<file path="config.mk">
export PLATFORM = sky130hd
export DESIGN_NAME = uart_rx_fifo_flat
export DESIGN_NICKNAME = d
export VERILOG_FILES = /design/src/rtl/uart_rx_fifo_if.sv /design/src/rtl/uart_rx_fifo.sv /design/src/flat_wrapper.sv
export SDC_FILE = /design/constraint.sdc
export NUM_CORES = 1
export LEC_CHECK = 0
export CELL_PAD_IN_SITES_DETAIL_PLACEMENT = 0
export CELL_PAD_IN_SITES_GLOBAL_PLACEMENT = 1
export CORE_UTILIZATION = 50
export DETAILED_ROUTE_END_ITERATION = 10
export PLACE_DENSITY = 0.7
export SYNTH_ARGS = -nofsm -noshare
export SYNTH_HDL_FRONTEND = slang
export SYNTH_SLANG_ARGS = --single-unit
</file>
<file path="constraint.sdc">
create_clock -name i_clk -period 18.07 [get_ports i_clk]
set_input_delay 5.421 -clock i_clk [delete_from_list [all_inputs] [get_ports i_clk]]
set_output_delay 5.421 -clock i_clk [all_outputs]
set_load 0.03 [all_outputs]
</file>
<file path="src/rtl/uart_rx_fifo_if.sv">
// Handshake bundle between the UART receiver, the receive FIFO and its consumer.
// UART_RX_FIFO_LEVEL_EN adds the o_level / o_almost_full status signals.
interface uart_rx_fifo_if #(
    parameter int DATA_BITS  = 32,
    parameter int DEPTH_LOG2 = 4
);
    logic                  i_rx_done;
    logic [DATA_BITS-1:0]  i_rx_data;
    logic                  i_ready;
    logic                  i_clear_ovf;
    logic [DATA_BITS-1:0]  o_data;
    logic                  o_valid;
    logic                  o_full;
    logic                  o_empty;
    logic                  o_overflow;
`ifdef UART_RX_FIFO_LEVEL_EN
    logic [DEPTH_LOG2:0]   o_level;
    logic                  o_almost_full;

    modport master (
        output i_rx_done, i_rx_data, i_ready, i_clear_ovf,
        input  o_data, o_valid, o_full, o_empty, o_overflow, o_level, o_almost_full
    );
    modport slave (
        input  i_rx_done, i_rx_data, i_ready, i_clear_ovf,
        output o_data, o_valid, o_full, o_empty, o_overflow, o_level, o_almost_full
    );
`else
    modport master (
        output i_rx_done, i_rx_data, i_ready, i_clear_ovf,
        input  o_data, o_valid, o_full, o_empty, o_overflow
    );
    modport slave (
        input  i_rx_done, i_rx_data, i_ready, i_clear_ovf,
        output o_data, o_valid, o_full, o_empty, o_overflow
    );
`endif
endinterface

</file>
<file path="src/rtl/uart_rx_fifo.sv">
// Circular first-word-fall-through FIFO capturing UART receiver words, with sticky overflow.
// Optional level/almost-full status is enabled by defining UART_RX_FIFO_LEVEL_EN.
module uart_rx_fifo #(
    parameter int DATA_BITS   = 32,
    parameter int DEPTH_LOG2  = 4,
    parameter int ALMOST_FULL = 12
) (
    input  logic                 i_clk,
    input  logic                 i_reset,
    uart_rx_fifo_if.slave        bus
);
    localparam int DEPTH = 1 << DEPTH_LOG2;
    localparam logic [DEPTH_LOG2:0] FULL_CNT = {1'b1, {DEPTH_LOG2{1'b0}}};

    logic [DATA_BITS-1:0]  mem_q [DEPTH];
    logic [DEPTH_LOG2-1:0] wr_ptr_q, wr_ptr_d;
    logic [DEPTH_LOG2-1:0] rd_ptr_q, rd_ptr_d;
    logic [DEPTH_LOG2:0]   count_q, count_d;
    logic                  ovf_q, ovf_d;

    logic valid, full, push, pop, drop;

    assign valid = (count_q != '0);
    assign full  = (count_q == FULL_CNT);
    assign pop   = valid && bus.i_ready;
    // A pop frees the slot in the same cycle, so a full FIFO still accepts the word.
    assign push  = bus.i_rx_done && (!full || pop);
    assign drop  = bus.i_rx_done && full && !pop;

    always_comb begin
        wr_ptr_d = wr_ptr_q;
        rd_ptr_d = rd_ptr_q;
        count_d  = count_q;
        ovf_d    = ovf_q;
        if (push) wr_ptr_d = wr_ptr_q + 1'b1;
        if (pop)  rd_ptr_d = rd_ptr_q + 1'b1;
        if (push && !pop)      count_d = count_q + 1'b1;
        else if (pop && !push) count_d = count_q - 1'b1;
        if (drop)                 ovf_d = 1'b1;
        else if (bus.i_clear_ovf) ovf_d = 1'b0;
    end

    always_ff @(posedge i_clk) begin
        if (i_reset) begin
            wr_ptr_q <= '0;
            rd_ptr_q <= '0;
            count_q  <= '0;
            ovf_q    <= 1'b0;
        end else begin
            wr_ptr_q <= wr_ptr_d;
            rd_ptr_q <= rd_ptr_d;
            count_q  <= count_d;
            ovf_q    <= ovf_d;
        end
    end

    // Storage carries no reset; only the pointers define what is live.
    always_ff @(posedge i_clk) begin
        if (push && !i_reset) mem_q[wr_ptr_q] <= bus.i_rx_data;
    end

    assign bus.o_data     = valid ? mem_q[rd_ptr_q] : '0;
    assign bus.o_valid    = valid;
    assign bus.o_empty    = !valid;
    assign bus.o_full     = full;
    assign bus.o_overflow = ovf_q;

    // Marker block that only elaborates for an out-of-range threshold.
    if (ALMOST_FULL < 1 || ALMOST_FULL > DEPTH) begin : g_almost_full_out_of_range
    end

`ifdef UART_RX_FIFO_LEVEL_EN
    localparam logic [DEPTH_LOG2:0] AF_CNT = (DEPTH_LOG2 + 1)'(ALMOST_FULL);
    assign bus.o_level       = count_q;
    assign bus.o_almost_full = (count_q >= AF_CNT);
`else
`endif
endmodule
</file>
<file path="src/flat_wrapper.sv">
// flat-port wrapper written by rule: the top's interface ports become plain ports
module uart_rx_fifo_flat 
#(
    parameter int DATA_BITS   = 32,
    parameter int DEPTH_LOG2  = 4,
    parameter int ALMOST_FULL = 12
)
  (i_clk, i_reset, bus_i_rx_done, bus_i_rx_data, bus_i_ready, bus_i_clear_ovf, bus_o_data, bus_o_valid, bus_o_full, bus_o_empty, bus_o_overflow);
  uart_rx_fifo_if #(.DATA_BITS(DATA_BITS), .DEPTH_LOG2(DEPTH_LOG2)) bus_i ();
  input  logic i_clk;
  input  logic i_reset;
  input wire logic [$bits(bus_i.i_rx_done)-1:0] bus_i_rx_done;
  input wire logic [$bits(bus_i.i_rx_data)-1:0] bus_i_rx_data;
  input wire logic [$bits(bus_i.i_ready)-1:0] bus_i_ready;
  input wire logic [$bits(bus_i.i_clear_ovf)-1:0] bus_i_clear_ovf;
  output wire logic [$bits(bus_i.o_data)-1:0] bus_o_data;
  output wire logic [$bits(bus_i.o_valid)-1:0] bus_o_valid;
  output wire logic [$bits(bus_i.o_full)-1:0] bus_o_full;
  output wire logic [$bits(bus_i.o_empty)-1:0] bus_o_empty;
  output wire logic [$bits(bus_i.o_overflow)-1:0] bus_o_overflow;
  assign bus_i.i_rx_done = bus_i_rx_done;
  assign bus_i.i_rx_data = bus_i_rx_data;
  assign bus_i.i_ready = bus_i_ready;
  assign bus_i.i_clear_ovf = bus_i_clear_ovf;
  assign bus_o_data = bus_i.o_data;
  assign bus_o_valid = bus_i.o_valid;
  assign bus_o_full = bus_i.o_full;
  assign bus_o_empty = bus_i.o_empty;
  assign bus_o_overflow = bus_i.o_overflow;
  uart_rx_fifo #(.DATA_BITS(DATA_BITS), .DEPTH_LOG2(DEPTH_LOG2), .ALMOST_FULL(ALMOST_FULL)) u_core (.i_clk(i_clk), .i_reset(i_reset), .bus(bus_i));
endmodule
</file>
# Word-level counts from Yosys, hierarchy flattened
# Memories as Yosys holds them, arrays and structs flattened. A register that Yosys moved wholly into a read port is not among the register bits.
# Index checks and enable logic that the tools add are counted.
# totals
memories	1
reg_bits	14
elab_cells	35
out_inout_bits	36
latchBits	0
rom_bits	0
mem_bits_rw	512
# classes
n_reduce_logical	16
div	0
mux	9
magnitude_cmp	0
mul	0
add_sub_neg	4
n_bitwise	0
shifts	0
n_eq_ne	1
# memory_table
name	words	word_bits	read_ports	rd_clocked_by_memory_dff	write_ports	line	text
u_core.mem_q	16	32	1	1	1	uart_rx_fifo.sv:15	logic [DATA_BITS-1:0] mem_q [DEPTH];
# ops
operator	count
$mux W32	1
$mux W5	2
$add A4 B1 Y4 const B	2
$mux W4	2
$logic_and A1 B1 Y1	7
$add A5 B1 Y5 const B	1
$eq A5 B5 Y1 const B	1
$logic_not A1 Y1	5
$reduce_bool A5 Y1	1
$sub A5 B1 Y5 const B	1
$mux W1	4
$reduce_bool A2 Y1	2
$logic_or A1 B1 Y1	1

# Longest topological paths before layout
# Gate-level depths: netlist of run 1.
# logic_depth
ltp_word	8
ltp_mapped	11

# Worst setup path before layout of run 1
# No wires, ideal clock.
# synth_path
kind	input-to-reg
startpoint	input port i_reset
endpoint	memory u_core.mem_q[5][0], enable pin
cell_stages	3
setup_slack_ns	8.398
arrival_time_ns	9.159
setup_time_ns	0.513
path_cell_list	clkbuf_1 > nand2b_1 > nor4b_1
# synth_via
elab_chain_cells	4
# synth_lines
item	line	text
start, declared	flat_wrapper.sv:11	input logic i_reset;
$logic_not A1 Y1	uart_rx_fifo.sv:59	if (push && !i_reset) mem_q[wr_ptr_q] <= bus.i_rx_data;
$logic_and A1 B1 Y1	uart_rx_fifo.sv:59	
$mux W1	uart_rx_fifo.sv:59	
$mux W1 (implied by the code)	uart_rx_fifo.sv:59	
end, declared	uart_rx_fifo.sv:15	
# No other way between the ends.

==> results of run 1 <==
==> cell usage after synthesis, drive strengths merged, types with 2 or more instances <==
cell type / n / area [um2]
a21oi: 7 / 35.0
a221o: 32 / 320
buf: 39 / 234
clkbuf: 9 / 37.5
dfxtp: 18 / 360
edfxtp: 512 / 15400
ha: 9 / 113
inv: 6 / 22.5
mux2: 33 / 372
mux2i: 2 / 20.0
mux4: 128 / 2880
nand2: 5 / 18.8
nand2b: 6 / 37.5
nand3: 2 / 10.0
nor2: 19 / 81.3
nor2b: 32 / 200
nor3: 11 / 55.1
nor4: 5 / 31.3
nor4b: 2 / 17.5
o211ai: 3 / 36.3
o21ai: 2 / 10.0
or3: 2 / 12.5
xnor2: 2 / 17.5
xor2: 4 / 35.0
==> power by group through the flow <==
stage               clock network (mW)  logic (mW)  registers (mW)
CTS                               1.08       0.701            1.43
global placement                     0       0.698            1.45
global route                      1.13       0.728            1.43
floorplan                            0       0.528            1.41
finish                            1.06       0.687            1.42
detailed placement                   0       0.697            1.45
==> registers in the layout (all words and copies together) (netlist names), named ones only <==
name	cells
u_core.bus.o_overflow	1
u_core.count_q	5
u_core.mem_q	512
u_core.rd_ptr_q	4
u_core.wr_ptr_q	4
==> metal layers <==
layer	wire length [um]	vias up	GRT usage, %
li1	-	4037	-
met1	17800	4984	28.4
met2	20500	216	33.3
met3	1940	66	3.54
met4	1020	2	6.93
met5	12	-	0
==> per-stage QoR <==
step / area, um2 / setup slack, ns / hold slack (ns) / std cells
after floorplan: 20500 / 8.40 / 0.482 / 901
after global placement: 21900 / 8.33 / 0.498 / 1484
after detailed placement: 21900 / 8.33 / 0.514 / 1484
after CTS: 23600 / 7.69 / 0.523 / 1579
after global routing: 23600 / 7.58 / 0.561 / 1579
final: 23600 / 7.91 / 0.526 / 1579
==> worst max-delay path: stages, from the launching register on <==
cell and delay (ns):
dfxtp_4 0.64, buf_4 0.91, buf_4 0.75, mux4_2 0.58, mux2_2 0.27, a221o_1 0.36
clkdlybuf4s50_1 0.62
==> cell families (layout without fill, tap and decap cells) <==
kind of cell	after synthesis	count (layout)
muxes	163	163
AOI/OAI and AO/OA	49	49
xor gates and xnor gates	6	6
adders and majority gates	10	10
buffers and inverters	54	207
and+or+nand+nor	89	89
DFF	530	530
==> worst max-delay path by stage <==
| stage | start | endpoint | slack, ns | depth (start not counted) |
|---|---|---|---|---|
| after floorplan | i_reset | u_core.mem_q[5][0] | 8.40 | 3 |
| after global placement | flop | bus_o_data[16] | 8.33 | 6 |
| after detailed placement | flop | bus_o_data[16] | 8.33 | 6 |
| after CTS | flop | bus_o_data[16] | 7.69 | 6 |
| after global routing | flop | bus_o_data[16] | 7.58 | 6 |
| final | flop | bus_o_data[16] | 7.91 | 6 |
==> area by class of cell <==
class	instances	area [um2]	area share, %
clock buffer	63	1360	5.78
timing repair buffer	106	976	4.14
multi-input combinational	317	4520	19.2
sequential	530	15700	66.7
tap	525	657	2.78
clock inverter	32	303	1.28
inverter	6	22.5	0.0955
==> reports/qor.csv, run 1 <==
stage,metric,value,unit
final_layout,n_antenna_cell,0,
timing,rsz0062_at_grt,false,
synthesis,syn_inst,901,
place,port_buffers,72,
die,die_width,204,um
grt,grt_pass1_vias,9712,
synthesis,yosysSeqAreaShare,76.9,%
critical_path,path_class,flop to output pin,
grt,grt_max_degree,67,
timing,timing.fmax,0.0984,GHz
hold_path,hold_end,u_core.wr_ptr_q[1],
critical_path,crit_fanout,57,
timing,final_max_slew_viol_count,0,
final_layout,filler_cell_count,2882,
pwr,swShare,26.3,%
timing,slew_headroom,17.8,%
critical_path,start_kind,flop,
die,die-area,41700,um2
grt,grt_pass1_wl,61800,um
critical_path,r2r_end,u_core.count_q[4],
synthesis,async_flop_share,0,%
synthesis,synthSimpleGateAreaFrac,2.50,%
detailed_routing,wl_per_cell,26.2,um
synthesis,synth_area,20500,um2
timing,finalHoldViolCount,0,
clock_network,clk_path_buf_depth,3,
critical_path,reg2regPathDepth,11,
synthesis,synth_fa_ha_area_share,0.648,%
die,die_h,204,um
critical_path,critPathCaptureType,output pin,
pwr,internal_power,2.34,mW
synthesis,yosys_register_bits,530,
grt,grt.overflow.total,0,
detailed_routing,vias,9305,
pwr,ir_drop,0.0864,mV
hold_path,worstHoldStart,u_core.wr_ptr_q[1],
die,core,40000,um2
pwr,leakagePower,7.24,nW
place,place_congestion,0.709,
flow_run,maxCapViolCount,0,
die,ioPinCount,73,
clock_network,holdBufCountCts,0,
pwr,power,3.17,mW
synthesis,synth_top_flop_cell,edfxtp_1,
critical_path,r2r_start,u_core.count_q[0],
critical_path,required,12.65,ns
timing,period_needed,10.16,ns
detailed_routing,via_per_inst,5.89,
final_layout,drive_gt1_share,27.8,%
detailed_routing,drcViolationCount,0,
synthesis,yosys_warnings,0,
critical_path,regToRegSetupSlack,14.80,ns
pwr,powerDensity,134,nW/um2
grt,antenna_found_initial,1,
place,dp_hpwl,22600,um
grt,grt_use_total,20.5,%
clock_network,ctsRootBufferMaster,clkbuf_16,
final_layout,final_cell_mix,"edfxtp_1 (512), mux4_2 (128), clkdlybuf4s50_1 (72)",
clock_network,htreeDepth,2,
clock_network,path_clk_slew,0.06,ns
clock_network,cts_buffers,53,
die,start_util,51.1,%
synthesis,synth_compound_area_share,2.21,%
die,rows,73,
synthesis,synth_xor_area_share,0.257,%
clock_network,cts_tree,built,
synthesis,synth.distinct_cells,44,
synthesis,muxShareOfSynthArea,16.0,%
final_layout,mostFrequentLayoutCell,edfxtp_1,
clock_network,post-cts-setup-buffer-count,0,
timing,post-route-period-util,56.2,%
synthesis,synth_top_family_by_area,multiplexers,
final_layout,layout.nets,1061,
final_layout,area_growth_syn_to_layout,15.3,%
clock_network,cts.sinks,530,
detailed_routing,wl,41300,um
clock_network,cts_resized,0,
timing,fin_skew,0.0206,ns
clock_network,insertion_delay,0.60,ns
timing,tns,0,ns
synthesis,synth.avg_cell_area,22.7,um2
pwr,p_seq_share,44.8,%
critical_path,arrival,4.74,ns
hold_path,hold_path_depth,2,
final_layout,final_util,59.0,%
pwr,comb_power_share,21.7,%
synthesis,synth_edf_count,512,
run_status,outcome,"complete, no violations",
detailed_routing,ant_nets,0,
timing,setup_violations,0,
pwr,clockPowerShare,33.5,%
detailed_routing,drt_iter0_markers,767,
timing,worst_pin_slew,1.23,ns
synthesis,synth.net_count,948,
detailed_routing,drtPass1Iterations,4,
pwr,switchingPower,0.833,mW
hold_path,min_path_type,flop to flop,
No activity file was read; power rests on OpenSTA's default activity.
==> inputs of run 2 (changes only) <==
clock period = 9.35 ns   (was 18.07 ns; I/O delays follow)
==> run 2 against run 1 <==
First-iteration DRC count shrank 15%; critical path type unchanged; wire length shrank 0.47%; clock power grew 93%; via count grew 0.77%; flip-flop and latch count is the same; largest cell class unchanged; highest routed layer unchanged; global-route usage grew 0.23 points; combinational power grew 97%; clock skew shrank 0.0057 ns.
==> reports/qor.csv, run 2 (synthesis gave the netlist of run 1 again) <==
stage,metric,value,unit
die,start_util,51.1,%
die,die_h,204,um
clock_network,insertion_delay,0.60,ns
timing,worst_pin_slew,1.31,ns
detailed_routing,drcViolationCount,0,
hold_path,worstHoldStart,u_core.wr_ptr_q[1],
timing,timing.fmax,0.152,GHz
final_layout,n_antenna_cell,0,
timing,final_max_slew_viol_count,0,
detailed_routing,drt_iter0_markers,653,
detailed_routing,dr_wl_met2,20500,um
final_layout,drive_gt1_share,27.9,%
clock_network,post-cts-setup-buffer-count,0,
pwr,leakagePower,7.26,nW
critical_path,r2r_start,u_core.count_q[0],
detailed_routing,ant_nets,0,
pwr,ir_drop,0.198,mV
clock_network,ctsRootBufferMaster,clkbuf_16,
die,core,40000,um2
final_layout,top_register,u_core.mem_q,
clock_network,cts_resized,0,
critical_path,arrival,3.80,ns
final_layout,mostFrequentLayoutCell,edfxtp_1,
detailed_routing,dr_wl_met3,2060,um
place,port_buffers,72,
critical_path,critPathCaptureType,output pin,
final_layout,layout.nets,1061,
place,dp_hpwl,22000,um
pwr,switchingPower,1.62,mW
final_layout,filler_cell_count,2868,
detailed_routing,wl_met1,18000,um
pwr,powerDensity,260,nW/um2
detailed_routing,drtPass1Iterations,5,
die,rows,73,
die,ioPinCount,73,
pwr,clockPowerShare,33.4,%
critical_path,required,6.55,ns
pwr,p_seq_share,44.6,%
critical_path,r2r_end,u_core.count_q[4],
run_status,outcome,"complete, no violations",
flow_run,maxCapViolCount,0,
final_layout,area_growth_syn_to_layout,15.5,%
timing,rsz0062_at_grt,false,
detailed_routing,top_layer_used,met5,
timing,finalHoldViolCount,0,
final_layout,final_util,59.0,%
timing,setup_violations,0,
critical_path,reg2regPathDepth,10,
final_layout,reg.largest.list,"u_core.mem_q: 512 flops, u_core.count_q: 5 flops",
detailed_routing,vias,9377,
critical_path,path_class,flop to output pin,
hold_path,min_path_type,flop to flop,
die,die_width,204,um
timing,post-route-period-util,70.6,%
critical_path,regToRegSetupSlack,5.68,ns
pwr,internal_power,4.51,mW
final_layout,largest_reg_flops,512,
grt,grt_use_total,20.8,%
clock_network,cts.sinks,530,
grt,grt_pass1_vias,10000,
timing,tns,0,ns
clock_network,path_clk_slew,0.06,ns
grt,grt_max_degree,80,
detailed_routing,wl_per_cell,26.0,um
detailed_routing,via_per_inst,5.93,
final_layout,final_cell_mix,"edfxtp_1 (512), mux4_2 (128), clkdlybuf4s50_1 (72)",
critical_path,start_kind,flop,
clock_network,cts_tree,built,
grt,antenna_found_initial,1,
grt,grt_pass1_wl,62900,um
hold_path,hold_path_depth,2,
die,die-area,41700,um2
timing,period_needed,6.60,ns
clock_network,clk_path_buf_depth,3,
timing,slew_headroom,12.5,%
pwr,swShare,26.4,%
detailed_routing,wl,41200,um
clock_network,holdBufCountCts,0,
clock_network,htreeDepth,2,
pwr,comb_power_share,22.0,%
critical_path,crit_fanout,45,
hold_path,hold_end,u_core.wr_ptr_q[1],
grt,grt.overflow.total,0,
timing,fin_skew,0.0149,ns
place,place_congestion,0.696,
clock_network,cts_buffers,53,
## run 2: changes by cell type in the layout (fill, tap and decap cells not counted), sizes merged
cell / previous run / this run
bufinv: 6 / 4
clkinvlp: 1 / 0
clkbuf: 63 / 68
clkinv: 23 / 22
## run 2: final cells by class
cell class | instances | area [um2] | area share (%)
Clock buffer | 68 | 1420 | 6.03
Clock inverter | 28 | 259 | 1.10
Inverter | 6 | 22.5 | 0.0953
Multi-Input combinational cell | 317 | 4520 | 19.1
Sequential cell | 530 | 15700 | 66.7
Tap cell | 525 | 657 | 2.78
Timing Repair Buffer | 106 | 988 | 4.18
## run 2: metrics by stage
step / setup slack, ns / instances / area (um2) / total power, mW / hold WS [ns]
final: 2.75 / 1580 / 23600 / 6.13 / 0.513
after global routing: 2.47 / 1580 / 23600 / 6.37 / 0.553
after CTS: 2.58 / 1580 / 23600 / 6.21 / 0.516
after detailed placement: 3.17 / 1484 / 21900 / 4.16 / 0.508
after global placement: 3.23 / 1484 / 21900 / 4.16 / 0.502
after floorplan: 2.29 / 901 / 20500 / 3.74 / 0.482
## run 2: how the worst max path moves through the flow
stage | end | slack [ns] | cells past startpoint
detailed placement | u_core.mem_q[9][7] | 3.17 | 4
global route | bus_o_data[16] | 2.47 | 5
CTS | bus_o_data[16] | 2.58 | 5
floorplan | u_core.mem_q[5][0] | 2.29 | 3
global placement | bus_o_data[16] | 3.23 | 5
finish | bus_o_data[29] | 2.75 | 5
## run 2: worst max-delay path, stage by stage (launching register included)
cell,delay (ns)
dfxtp_4,0.92
buf_4,0.60
mux4_2,0.56
nor2b_1,0.14
a221o_1,0.33
clkdlybuf4s50_1,0.61
## run 2: power groups by stage
stage	logic [mW]	clock network (mW)	registers, mW
after floorplan	1.02	0	2.72
after global placement	1.37	0	2.79
after detailed placement	1.37	0	2.79
after CTS	1.38	2.09	2.74
after global routing	1.44	2.19	2.75
final	1.35	2.05	2.73
## run 2: metal layers
| layer | global-route usage (%) | vias to the layer above |
|---|---|---|
| li1 | - | 4048 |
| met2 | 34.1 | 229 |
| met3 | 3.84 | 59 |
| met5 | 0 | - |
| met4 | 4.77 | 2 |
| met1 | 29.1 | 5039 |
==> inputs of run 3 (changes only) <==
CORE_UTILIZATION = 49   (was 50)
PLACE_DENSITY = 0.72   (was 0.7)
clock period = 5.75 ns   (was 9.35 ns; I/O delays follow)
==> run 3 against run 2 <==
The run now ends with DRC left; global-route usage down 0.32 points; die area up 2.0%; sequential share of layout area down 0.62 points; total power up 66%; non-clock buffer count up 8; hold slack better by 0.0081 ns; critical endpoint is now bus_o_data[16]; largest cell class unchanged.
==> reports/qor.csv, run 3 (synthesis gave the netlist of run 1 again) <==
stage,metric,value,unit
die,core,41000,um2
detailed_routing,drcViolationCount,8,
critical_path,path_delay_family,buffers and inverters,
critical_path,start_kind,flop,
timing,tns,0,ns
die,die_h,206,um
detailed_routing,wl_per_cell,26.0,um
final_layout,top_register,u_core.mem_q,
final_layout,filler_cell_count,2932,
timing,fin_skew,0.0178,ns
final_layout,final_cell_mix,"edfxtp_1 (512), mux4_2 (128), clkdlybuf4s50_1 (72)",
critical_path,max_stage_delay,0.63,ns
final_layout,area_growth_syn_to_layout,16.6,%
clock_network,holdBufCountCts,0,
place,dp_hpwl,22500,um
clock_network,post-cts-setup-buffer-count,0,
timing,rsz0062_at_grt,false,
critical_path,critPathCaptureType,output pin,
timing,timing.fmax,0.185,GHz
critical_path,crit_slowest_cell,o211ai_4,
pwr,power,10.2,mW
detailed_routing,ant_nets,0,
clock_network,cts_resized,0,
grt,antenna_found_initial,0,
die,die-area,42600,um2
timing,period_needed,5.40,ns
critical_path,startpoint,u_core.count_q[0],
final_layout,drive_gt1_share,29.0,%
final_layout,multi_input_area,4540,um2
run_status,outcome,finished with violations,
timing,finalHoldViolCount,0,
clock_network,cts.sinks,530,
die,start_util,49.9,%
clock_network,ctsRootBufferMaster,clkbuf_16,
critical_path,path_class,flop to output pin,
clock_network,cts_tree,built,
timing,setup_violations,0,
timing,slew_headroom,20.8,%
place,port_buffers,72,
critical_path,crit_chain,or4_4 > o211ai_4 > buf_4 > nor2b_1 > a221o_1 > clkdlybuf4s50_1,
detailed_routing,drtPass1Iterations,8,
grt,grt_max_degree,41,
pwr,powerDensity,428,nW/um2
detailed_routing,drt_iter0_markers,718,
grt,grt_pass1_wl,62400,um
critical_path,path_buf_inv,2,
grt,grt.overflow.total,0,
critical_path,r2r_start,u_core.count_q[0],
grt,grt_pass1_vias,10000,
clock_network,htreeDepth,2,
final_layout,mostFrequentLayoutCell,edfxtp_1,
hold_path,worstHoldStart,u_core.wr_ptr_q[1],
detailed_routing,vias,9445,
clock_network,cts_buffers,53,
clock_network,clk_path_buf_depth,3,
final_layout,regArea,15700,um2
die,rows,74,
pwr,leakagePower,7.34,nW
hold_path,min_path_type,flop to flop,
final_layout,largest_reg_flops,512,
run_status,failed_checks,DRC,
detailed_routing,via_per_inst,5.91,
place,place_congestion,0.719,
clock_network,insertion_delay,0.59,ns
flow_run,maxCapViolCount,0,
critical_path,arrival,3.67,ns
final_layout,n_antenna_cell,0,
critical_path,required,4.03,ns
final_layout,reg.largest.list,"u_core.mem_q: 512 flops, u_core.count_q: 5 flops",
timing,post-route-period-util,93.9,%
critical_path,crit_fanout,17,
grt,grt_use_total,20.5,%
timing,final_max_slew_viol_count,0,
die,die_width,206,um
die,ioPinCount,73,
pwr,ir_drop,0.259,mV
final_layout,layout.nets,1069,
timing,worst_pin_slew,1.19,ns
detailed_routing,wl,41600,um
clock_network,path_clk_slew,0.06,ns
## run 3: changes by cell type in the layout (fill, tap and decap cells not counted), sizes merged
cell and delta:
buf +8, bufinv +4, clkbuf -7, clkinvlp +5, inv +2
## run 3: area by class of cell
cell class / count / area share [%]
clock buffer: 61 / 5.69
clock inverter: 39 / 1.78
inverter: 6 / 0.0945
multi-input combinational: 317 / 19.0
sequential: 530 / 66.0
tap: 532 / 2.79
timing repair buffer: 114 / 4.56
## run 3: per-stage QoR
stage	instance area, um2	hold WS (ns)	setup WS (ns)	std cells	utilization, %
after floorplan	20500	0.482	0.0741	901	-
after global routing	23800	0.542	0.179	1599	58.1
after detailed placement	22100	0.511	0.930	1499	53.8
after global placement	22100	0.502	0.933	1499	53.8
after CTS	23800	0.518	0.287	1599	58.1
final	23800	0.521	0.350	1599	58.1
## run 3: final timing paths
check / endpoint / slack [ns] / cells after the start
setup / recovery: bus_o_data[16] / 0.35 / 6
hold / removal: u_core.wr_ptr_q[1] / 0.52 / 2
setup reg to reg: u_core.count_q[4] / 2.48 / 11
hold reg to reg: u_core.wr_ptr_q[1] / 0.52 / 2
## run 3: metal layers
metal | track usage [%] | wire length, um | vias to the layer above
met5 | 0 | 0 | -
met4 | 5.04 | 675 | 0
met3 | 3.61 | 2190 | 58
met2 | 34.2 | 21200 | 259
met1 | 28.0 | 17500 | 5060
li1 | - | - | 4068
## run 3: power by group
| group | internal [mW] | leakage, nW | switching, mW |
|---|---|---|---|
| sequential | 4.31 | 4.76 | 0.116 |
| combinational | 1.13 | 1.72 | 1.14 |
| clock | 2.06 | 0.857 | 1.44 |
## run 3: tightest hold or removal path: stages (launching register included)
cell and delay, ns:
dfxtp_1 0.35, nand2_1 0.07, a21oi_1 0.06
